===== config.mk =====
export PLATFORM = sky130hd
export DESIGN_NAME = sys_issue
export DESIGN_NICKNAME = d
export VERILOG_FILES = /design/src/rtl/sys_issue.sv
export SDC_FILE = /design/constraint.sdc
export NUM_CORES = 1
export LEC_CHECK = 0
export BUFFER_PORTS_ARGS = -buffer_cell sky130_fd_sc_hd__clkbuf_2
export CORE_AREA = 8 8 263 265
export CTS_BUF_LIST = sky130_fd_sc_hd__clkbuf_4 sky130_fd_sc_hd__clkbuf_8 sky130_fd_sc_hd__clkbuf_16
export DETAILED_ROUTE_END_ITERATION = 8
export DIE_AREA = 0 0 271 273
export SKIP_CTS_REPAIR_TIMING = 1
export SLEW_MARGIN = 20
export SYNTH_ARGS = -nofsm -noshare
export SYNTH_HDL_FRONTEND = slang
export SYNTH_SLANG_ARGS = --single-unit

===== constraint.sdc =====
create_clock -name clk -period 6.25 [get_ports clk]
set_clock_uncertainty 0.15 [all_clocks]
set_input_delay 0.3125 -clock clk [delete_from_list [all_inputs] [get_ports clk]]
set_output_delay 0.3125 -clock clk [all_outputs]
set_load 0.02 [all_outputs]

===== src/rtl/sys_issue.sv =====
// sys_issue: upstream stage of the csr unit.
// Accepts one system instruction (or a pre-flagged exception) from decode and
// builds the op/pc/tval/wdata request for csr. The op is held for exactly one
// cycle. The stage then returns either an rd writeback or a fetch redirect
// with a flush window.
// Optional feature: define SYS_ISSUE_TRACE_EN to add a retire counter and
// per-issue / per-redirect trace prints. Ports and timing do not change.
module sys_issue #(
  parameter int unsigned FLUSH_CYCLES = 2
) (
  input  logic        clk,
  input  logic        rst_n,
  input  logic        in_valid,
  output logic        in_ready,
  input  logic [63:0] in_pc,
  input  logic [31:0] in_insn,
  input  logic [63:0] in_rs1_data,
  input  logic        in_exc_valid,
  input  logic [3:0]  in_exc_cause,
  input  logic [63:0] in_exc_tval,
  input  logic [1:0]  priv,
  output logic [4:0]  op,
  output logic [63:0] pc,
  output logic [63:0] tval,
  output logic [63:0] wdata,
  input  logic [63:0] rdata,
  input  logic        trap_en,
  input  logic [63:0] trap_pc,
  output logic        wb_valid,
  output logic [4:0]  wb_rd,
  output logic [63:0] wb_data,
  output logic        redirect_valid,
  output logic [63:0] redirect_pc,
  output logic        flush
);

  // csr request codes; bit 4 set means {1'b1, cause} exception request
  localparam logic [4:0] SYSOP_NOP   = 5'd0;
  localparam logic [4:0] SYSOP_CSR_W = 5'd1;
  localparam logic [4:0] SYSOP_CSR_S = 5'd2;
  localparam logic [4:0] SYSOP_CSR_C = 5'd3;
  localparam logic [4:0] SYSOP_RET   = 5'd4;

  localparam logic [6:0] OPC_SYSTEM    = 7'b1110011;
  localparam logic [3:0] CAUSE_ILLEGAL = 4'd2;
  localparam logic [3:0] CAUSE_BREAK   = 4'd3;
  localparam logic [3:0] FLUSH_LOAD    = 4'(FLUSH_CYCLES - 1);

  typedef enum logic [1:0] {
    ST_IDLE  = 2'd0,
    ST_ISSUE = 2'd1,
    ST_DONE  = 2'd2,
    ST_FLUSH = 2'd3
  } state_e;

  state_e      state_r, state_s;
  logic        in_ready_r, in_ready_s;
  logic [4:0]  op_r, op_s;
  logic [63:0] pc_r, pc_s;
  logic [63:0] tval_r, tval_s;
  logic [63:0] wdata_r, wdata_s;
  logic        wb_valid_r, wb_valid_s;
  logic [4:0]  wb_rd_r, wb_rd_s;
  logic [63:0] wb_data_r, wb_data_s;
  logic        redir_valid_r, redir_valid_s;
  logic [63:0] redir_pc_r, redir_pc_s;
  logic        flush_r, flush_s;
  logic [3:0]  flush_cnt_r, flush_cnt_s;
  logic [4:0]  rd_r, rd_s;
  logic        wb_en_r, wb_en_s;
  logic        fence_r, fence_s;

  // instruction fields
  logic [6:0]  opcode_s;
  logic [4:0]  rd_fld_s;
  logic [2:0]  funct3_s;
  logic [4:0]  rs1_fld_s;
  logic [11:0] imm_s;
  logic [6:0]  funct7_s;

  assign opcode_s  = in_insn[6:0];
  assign rd_fld_s  = in_insn[11:7];
  assign funct3_s  = in_insn[14:12];
  assign rs1_fld_s = in_insn[19:15];
  assign imm_s     = in_insn[31:20];
  assign funct7_s  = in_insn[31:25];

  // decoded request for the instruction currently offered by decode
  logic [4:0]  dec_op_s;
  logic [63:0] dec_tval_s;
  logic [63:0] dec_wdata_s;
  logic        dec_wb_en_s;
  logic        dec_fence_s;

  // Decode the offered instruction; an upstream exception overrides everything
  always_comb begin
    dec_op_s    = SYSOP_NOP;
    dec_tval_s  = 64'd0;
    dec_wdata_s = 64'd0;
    dec_wb_en_s = 1'b0;
    dec_fence_s = 1'b0;
    if (in_exc_valid) begin
      dec_op_s   = {1'b1, in_exc_cause};
      dec_tval_s = in_exc_tval;
    end else if (opcode_s != OPC_SYSTEM) begin
      dec_op_s   = {1'b1, CAUSE_ILLEGAL};
      dec_tval_s = {32'd0, in_insn};
    end else begin
      case (funct3_s)
        3'b001, 3'b010, 3'b011, 3'b101, 3'b110, 3'b111: begin
          case (funct3_s[1:0])
            2'b01:   dec_op_s = SYSOP_CSR_W;
            2'b10:   dec_op_s = SYSOP_CSR_S;
            default: dec_op_s = SYSOP_CSR_C;
          endcase
          dec_tval_s  = {52'd0, imm_s};
          dec_wdata_s = funct3_s[2] ? {59'd0, rs1_fld_s} : in_rs1_data;
          dec_wb_en_s = (rd_fld_s != 5'd0);
        end
        3'b000: begin
          if (funct7_s == 7'b0001001) begin
            // sfence.vma: no csr request, refetch after it
            dec_fence_s = 1'b1;
          end else begin
            case (imm_s)
              12'h000: begin
                case (priv)
                  2'b00:   dec_op_s = {1'b1, 4'd8};
                  2'b01:   dec_op_s = {1'b1, 4'd9};
                  default: dec_op_s = {1'b1, 4'd11};
                endcase
              end
              12'h001: begin
                dec_op_s   = {1'b1, CAUSE_BREAK};
                dec_tval_s = in_pc;
              end
              12'h302, 12'h102: dec_op_s = SYSOP_RET;
              12'h105:          dec_fence_s = 1'b1;
              default: begin
                dec_op_s   = {1'b1, CAUSE_ILLEGAL};
                dec_tval_s = {32'd0, in_insn};
              end
            endcase
          end
        end
        default: begin
          dec_op_s   = {1'b1, CAUSE_ILLEGAL};
          dec_tval_s = {32'd0, in_insn};
        end
      endcase
    end
  end

  // Next-state and next-output logic; every output is registered from these
  always_comb begin
    state_s       = state_r;
    in_ready_s    = 1'b0;
    op_s          = SYSOP_NOP;
    pc_s          = pc_r;
    tval_s        = tval_r;
    wdata_s       = wdata_r;
    wb_valid_s    = 1'b0;
    wb_rd_s       = 5'd0;
    wb_data_s     = 64'd0;
    redir_valid_s = 1'b0;
    redir_pc_s    = redir_pc_r;
    flush_s       = 1'b0;
    flush_cnt_s   = flush_cnt_r;
    rd_s          = rd_r;
    wb_en_s       = wb_en_r;
    fence_s       = fence_r;
    case (state_r)
      ST_IDLE: begin
        if (in_valid) begin
          state_s = ST_ISSUE;
          op_s    = dec_op_s;
          pc_s    = in_pc;
          tval_s  = dec_tval_s;
          wdata_s = dec_wdata_s;
          rd_s    = rd_fld_s;
          wb_en_s = dec_wb_en_s;
          fence_s = dec_fence_s;
        end else begin
          in_ready_s = 1'b1;
        end
      end
      ST_ISSUE: begin
        // csr has acted on op at this edge; its answer decides the exit path
        if (trap_en || fence_r) begin
          state_s       = ST_FLUSH;
          redir_valid_s = 1'b1;
          redir_pc_s    = trap_en ? trap_pc : (pc_r + 64'd4);
          flush_s       = 1'b1;
          flush_cnt_s   = FLUSH_LOAD;
        end else begin
          state_s    = ST_DONE;
          wb_valid_s = wb_en_r;
          wb_rd_s    = wb_en_r ? rd_r : 5'd0;
          wb_data_s  = wb_en_r ? rdata : 64'd0;
        end
      end
      ST_DONE: begin
        state_s    = ST_IDLE;
        in_ready_s = 1'b1;
      end
      ST_FLUSH: begin
        if (flush_cnt_r == 4'd0) begin
          state_s    = ST_IDLE;
          in_ready_s = 1'b1;
        end else begin
          flush_s     = 1'b1;
          flush_cnt_s = flush_cnt_r - 4'd1;
        end
      end
      default: begin
        state_s    = ST_IDLE;
        in_ready_s = 1'b1;
      end
    endcase
  end

  // State and registered outputs; reset drops any in-flight sequence
  always_ff @(posedge clk or negedge rst_n) begin
    if (!rst_n) begin
      state_r       <= ST_IDLE;
      in_ready_r    <= 1'b1;
      op_r          <= SYSOP_NOP;
      pc_r          <= 64'd0;
      tval_r        <= 64'd0;
      wdata_r       <= 64'd0;
      wb_valid_r    <= 1'b0;
      wb_rd_r       <= 5'd0;
      wb_data_r     <= 64'd0;
      redir_valid_r <= 1'b0;
      redir_pc_r    <= 64'd0;
      flush_r       <= 1'b0;
      flush_cnt_r   <= 4'd0;
      rd_r          <= 5'd0;
      wb_en_r       <= 1'b0;
      fence_r       <= 1'b0;
    end else begin
      state_r       <= state_s;
      in_ready_r    <= in_ready_s;
      op_r          <= op_s;
      pc_r          <= pc_s;
      tval_r        <= tval_s;
      wdata_r       <= wdata_s;
      wb_valid_r    <= wb_valid_s;
      wb_rd_r       <= wb_rd_s;
      wb_data_r     <= wb_data_s;
      redir_valid_r <= redir_valid_s;
      redir_pc_r    <= redir_pc_s;
      flush_r       <= flush_s;
      flush_cnt_r   <= flush_cnt_s;
      rd_r          <= rd_s;
      wb_en_r       <= wb_en_s;
      fence_r       <= fence_s;
    end
  end

  assign in_ready       = in_ready_r;
  assign op             = op_r;
  assign pc             = pc_r;
  assign tval           = tval_r;
  assign wdata          = wdata_r;
  assign wb_valid       = wb_valid_r;
  assign wb_rd          = wb_rd_r;
  assign wb_data        = wb_data_r;
  assign redirect_valid = redir_valid_r;
  assign redirect_pc    = redir_pc_r;
  assign flush          = flush_r;

`ifdef SYS_ISSUE_TRACE_EN
  logic [63:0] retire_cnt_r;

  // Count every issued request and log it together with each redirect
  always_ff @(posedge clk or negedge rst_n) begin
    if (!rst_n) begin
      retire_cnt_r <= 64'd0;
    end else begin
      if (state_r == ST_ISSUE) begin
        retire_cnt_r <= retire_cnt_r + 64'd1;
        $display("%0t sysop #%0d pc=%h op=%h tval=%h wdata=%h",
                 $time, retire_cnt_r, pc_r, op_r, tval_r, wdata_r);
      end
      if (redir_valid_r) begin
        $display("%0t sysop redirect to %h", $time, redir_pc_r);
      end
    end
  end
`endif

endmodule

==> results.json <==
{
  "power_density_nw_per_um2": 404,
  "holdWs_ns": -0.0150,
  "hp-start": "in_pc[25]",
  "ys_top_cells_by_area": "dfrtp_1 57%, nand2_1 6.9%, nor2_1 3.7%",
  "netlist.area_leader.share_pct": 57.0,
  "drcViolationCount": 0,
  "ant_nets": 0,
  "fp.dieArea_um2": 74000,
  "yosys.cell_types.count": 52,
  "postSynthAreaPerCell_um2": 9.80,
  "drt_iter0_drc": 1202,
  "holdPathStages": 3,
  "arrival_ns": 4.27,
  "violations": "negative hold slack",
  "setup_viol": 0,
  "status": "complete, but fails checks",
  "cts_tree": "yes",
  "finalWeightedCongestion": 0.884,
  "die_x_um": 271,
  "yosysTopAreaCell": "dfrtp_1",
  "irDropWorstVdd_mv": 0.197,
  "grt_max_degree": 159,
  "crit_path_frequent_cell": "dlygate4sd3_1",
  "gr-usage-all-layers_pct": 18.3,
  "numCtsBuffers": 42,
  "wl_per_cell_um": 22.1,
  "netlist_area_um2": 15200,
  "rrSetupSlack_ns": 2.68,
  "grt_pass1_wl_um": 103000,
  "end_kind": "flop",
  "hold_viol": 4,
  "critPathBufInv": 3,
  "relSlewSlack_pct": 27.3,
  "maxCapViolations": 0,
  "ys_ff_latch": 347,
  "max_stage_delay_ns": 0.65,
  "area_growth_pct": 60.9,
  "yosys-top-cells-count": "346 x dfrtp_1, 280 x nand2_1, 150 x nor2_1",
  "power_leakage_nw": 12.1,
  "cp.required_ns": 6.59,
  "worstRegToRegCells": 7,
  "dr_total_vias": 16200,
  "fin_area_um2": 24500,
  "core_area_um2": 65000,
  "wl_um": 75900,
  "nNetsFinal": 2901,
  "synth-edff-count": 0,
  "fin_util_pct": 37.6,
  "start_util_pct": 23.4,
  "period_share_pct": 62.8,
  "cp_top_family": "simple AND/OR/NAND/NOR gates",
  "portBuffers": 696,
  "syn-num-nets": 1915,
  "ioPinCount": 697,
  "clk_path_buf_depth": 3,
  "async_flop_share_pct": 100,
  "cp-start-kind": "input pin",
  "yosys_warnings": 0,
  "cts.clk_slew.worst_paths_ns": 0.06,
  "cp_cell_sequence": "dlygate4sd3_1, clkbuf_2, or4_4, nor4_4, and3_1, and2_1, a221oi_1, a21oi_1, dlygate4sd3_1",
  "cts.sinks": 347,
  "tightest_slew_ns": 1.08,
  "r2r_start": "state_r[1]",
  "clockRootBuffer": "clkbuf_16",
  "fin_tns_setup_ns": 0,
  "firstDrtPassIters": 6,
  "synth_cells": 1550,
  "critPathSlowestCell": "and2_1",
  "clock_latency_ns": 0.57,
  "crit_fanout": 16,
  "holdCritPathClass": "in -> reg",
  "grt_antenna_before_repair": 8,
  "via_per_inst": 4.71,
  "dpl-instance-area_um2": 19600,
  "rsz0062_at_grt": "false",
  "dpl.hpwl_um": 54900,
  "yosysMostFrequentCell": "dfrtp_1",
  "yosysSeqAreaShare_pct": 57.2,
  "timing.rr.end": "tval[3]",
  "holdPathEnd": "pc[25]",
  "grt_pass1_vias": 14800,
  "critPathKind": "in -> reg",
  "htreeDepth": 2,
  "grt-ovfl-total": 0,
  "num_rows": 94,
  "drive_above_1_share_pct": 31.5,
  "ys.flop_type": "dfrtp_1",
  "period_minus_slack_ns": 3.93,
  "die_h_um": 273,
  "fmax_mhz": 255,
  "drv_slew": 0
}
-- state kept, by name, indices dropped and copies added, names as in the netlist --
register,flops
in_ready,1
redirect_valid,1
state_r,2
flush_cnt_r,4
wb_rd,5
rd_r,5
wb_data,64
wdata,64
pc,64
wb_valid,1
fence_r,1
redirect_pc,64
flush,1
tval,64
op,5
wb_en_r,1
-- how the worst max path moves through the flow --
stage,from,to,cells past startpoint
2_1_floorplan,pc[9],redirect_pc[21],7
3_3_place_gp,state_r[0],redirect_pc[40],7
3_5_place_dp,in_insn[25],tval[3],7
4_1_cts,pc[13],redirect_pc[57],6
5_1_grt,in_insn[25],tval[5],9
6_report,in_insn[25],tval[0],9
-- per-layer routing --
layer / wire, µm / track usage [%] / vias to the layer above
li1: - / - / 7385
met1: 31800 / 23.9 / 7844
met2: 36500 / 30.0 / 806
met3: 5390 / 4.70 / 167
met4: 2230 / 4.73 / 4
met5: 23 / 0 / -
-- cells in the final DEF (no fill, tap or decap), types with 8 or more instances in the layout --
cell             n
xnor2_1         43
nor2_1         149
clkinv_2         9
and3_1          30
and2_1          74
dlygate4sd3_1  333
nand3_1         35
xor2_1          15
a221oi_1        54
buf_4           17
nand4_1         18
a22o_1          60
inv_1           13
a21oi_1         89
o22ai_1         17
dfrtp_1        346
nand3b_1        16
nor3_1          15
clkbuf_16       42
nor4_1          17
diode_2          8
o21ai_0         92
mux2i_1          8
nand2_1        279
a21o_1           8
clkbuf_2       694
-- worst reg2reg max path, stage by stage, from the launching register on --
cell and delay, ns:
dfrtp_1 0.45, nor3b_4 0.31, buf_4 0.68, buf_4 0.84
and3_1 0.37, a21oi_1 0.04, o21ai_0 0.07, dlygate4sd3_1 0.58
-- final cells by class --
type / count / area [µm²]
Antenna cell: 8 / 20.0
Sequential cell: 347 / 8680
Multi-Input combinational cell: 1083 / 6100
Inverter: 14 / 52.6
Tap cell: 864 / 1080
Timing Repair Buffer: 1048 / 6990
Fill cell: 6446 / 40600
Clock buffer: 52 / 1160
Clock inverter: 26 / 372
-- cells by family (layout without fill, tap and decap cells) --
| family | Yosys count | in the layout | synth area share (%) |
|---|---|---|---|
| AO/OA/AOI/OAI | 346 | 346 | 14.9 |
| XOR/XNOR | 58 | 58 | 3.34 |
| adder cells (fa/ha/maj) | 2 | 2 | 0.165 |
| buffers and inverters | 120 | 1140 | 3.08 |
| flip-flops | 347 | 347 | 57.2 |
| multiplexers | 9 | 9 | 0.601 |
| other | 0 | 8 | 0 |
| AND/OR/NAND/NOR | 668 | 668 | 20.7 |
-- stage by stage --
stage | power (W) | hold slack, ns | std cells | setup slack [ns]
final | 0.00989 | -0.0150 | 3442 | 2.32
after global routing | 0.0105 | 0.000157 | 3438 | 2.26
after CTS | 0.00979 | -0.555 | 3101 | 2.98
after detailed placement | 0.00703 | 0.0750 | 3023 | 2.97
after global placement | 0.00699 | 0.0697 | 3023 | 2.81
after floorplan | 0.00537 | -0.133 | 1550 | 3.82
-- power breakdown --
part | total, W | switching (W) | internal [W]
clock network | 0.00269 | 0.00106 | 0.00163
logic | 0.00358 | 0.00232 | 0.00125
registers | 0.00362 | 0.000726 | 0.00290
total | 0.00989 | 0.00411 | 0.00578
No activity file was read; power rests on OpenSTA's default activity.
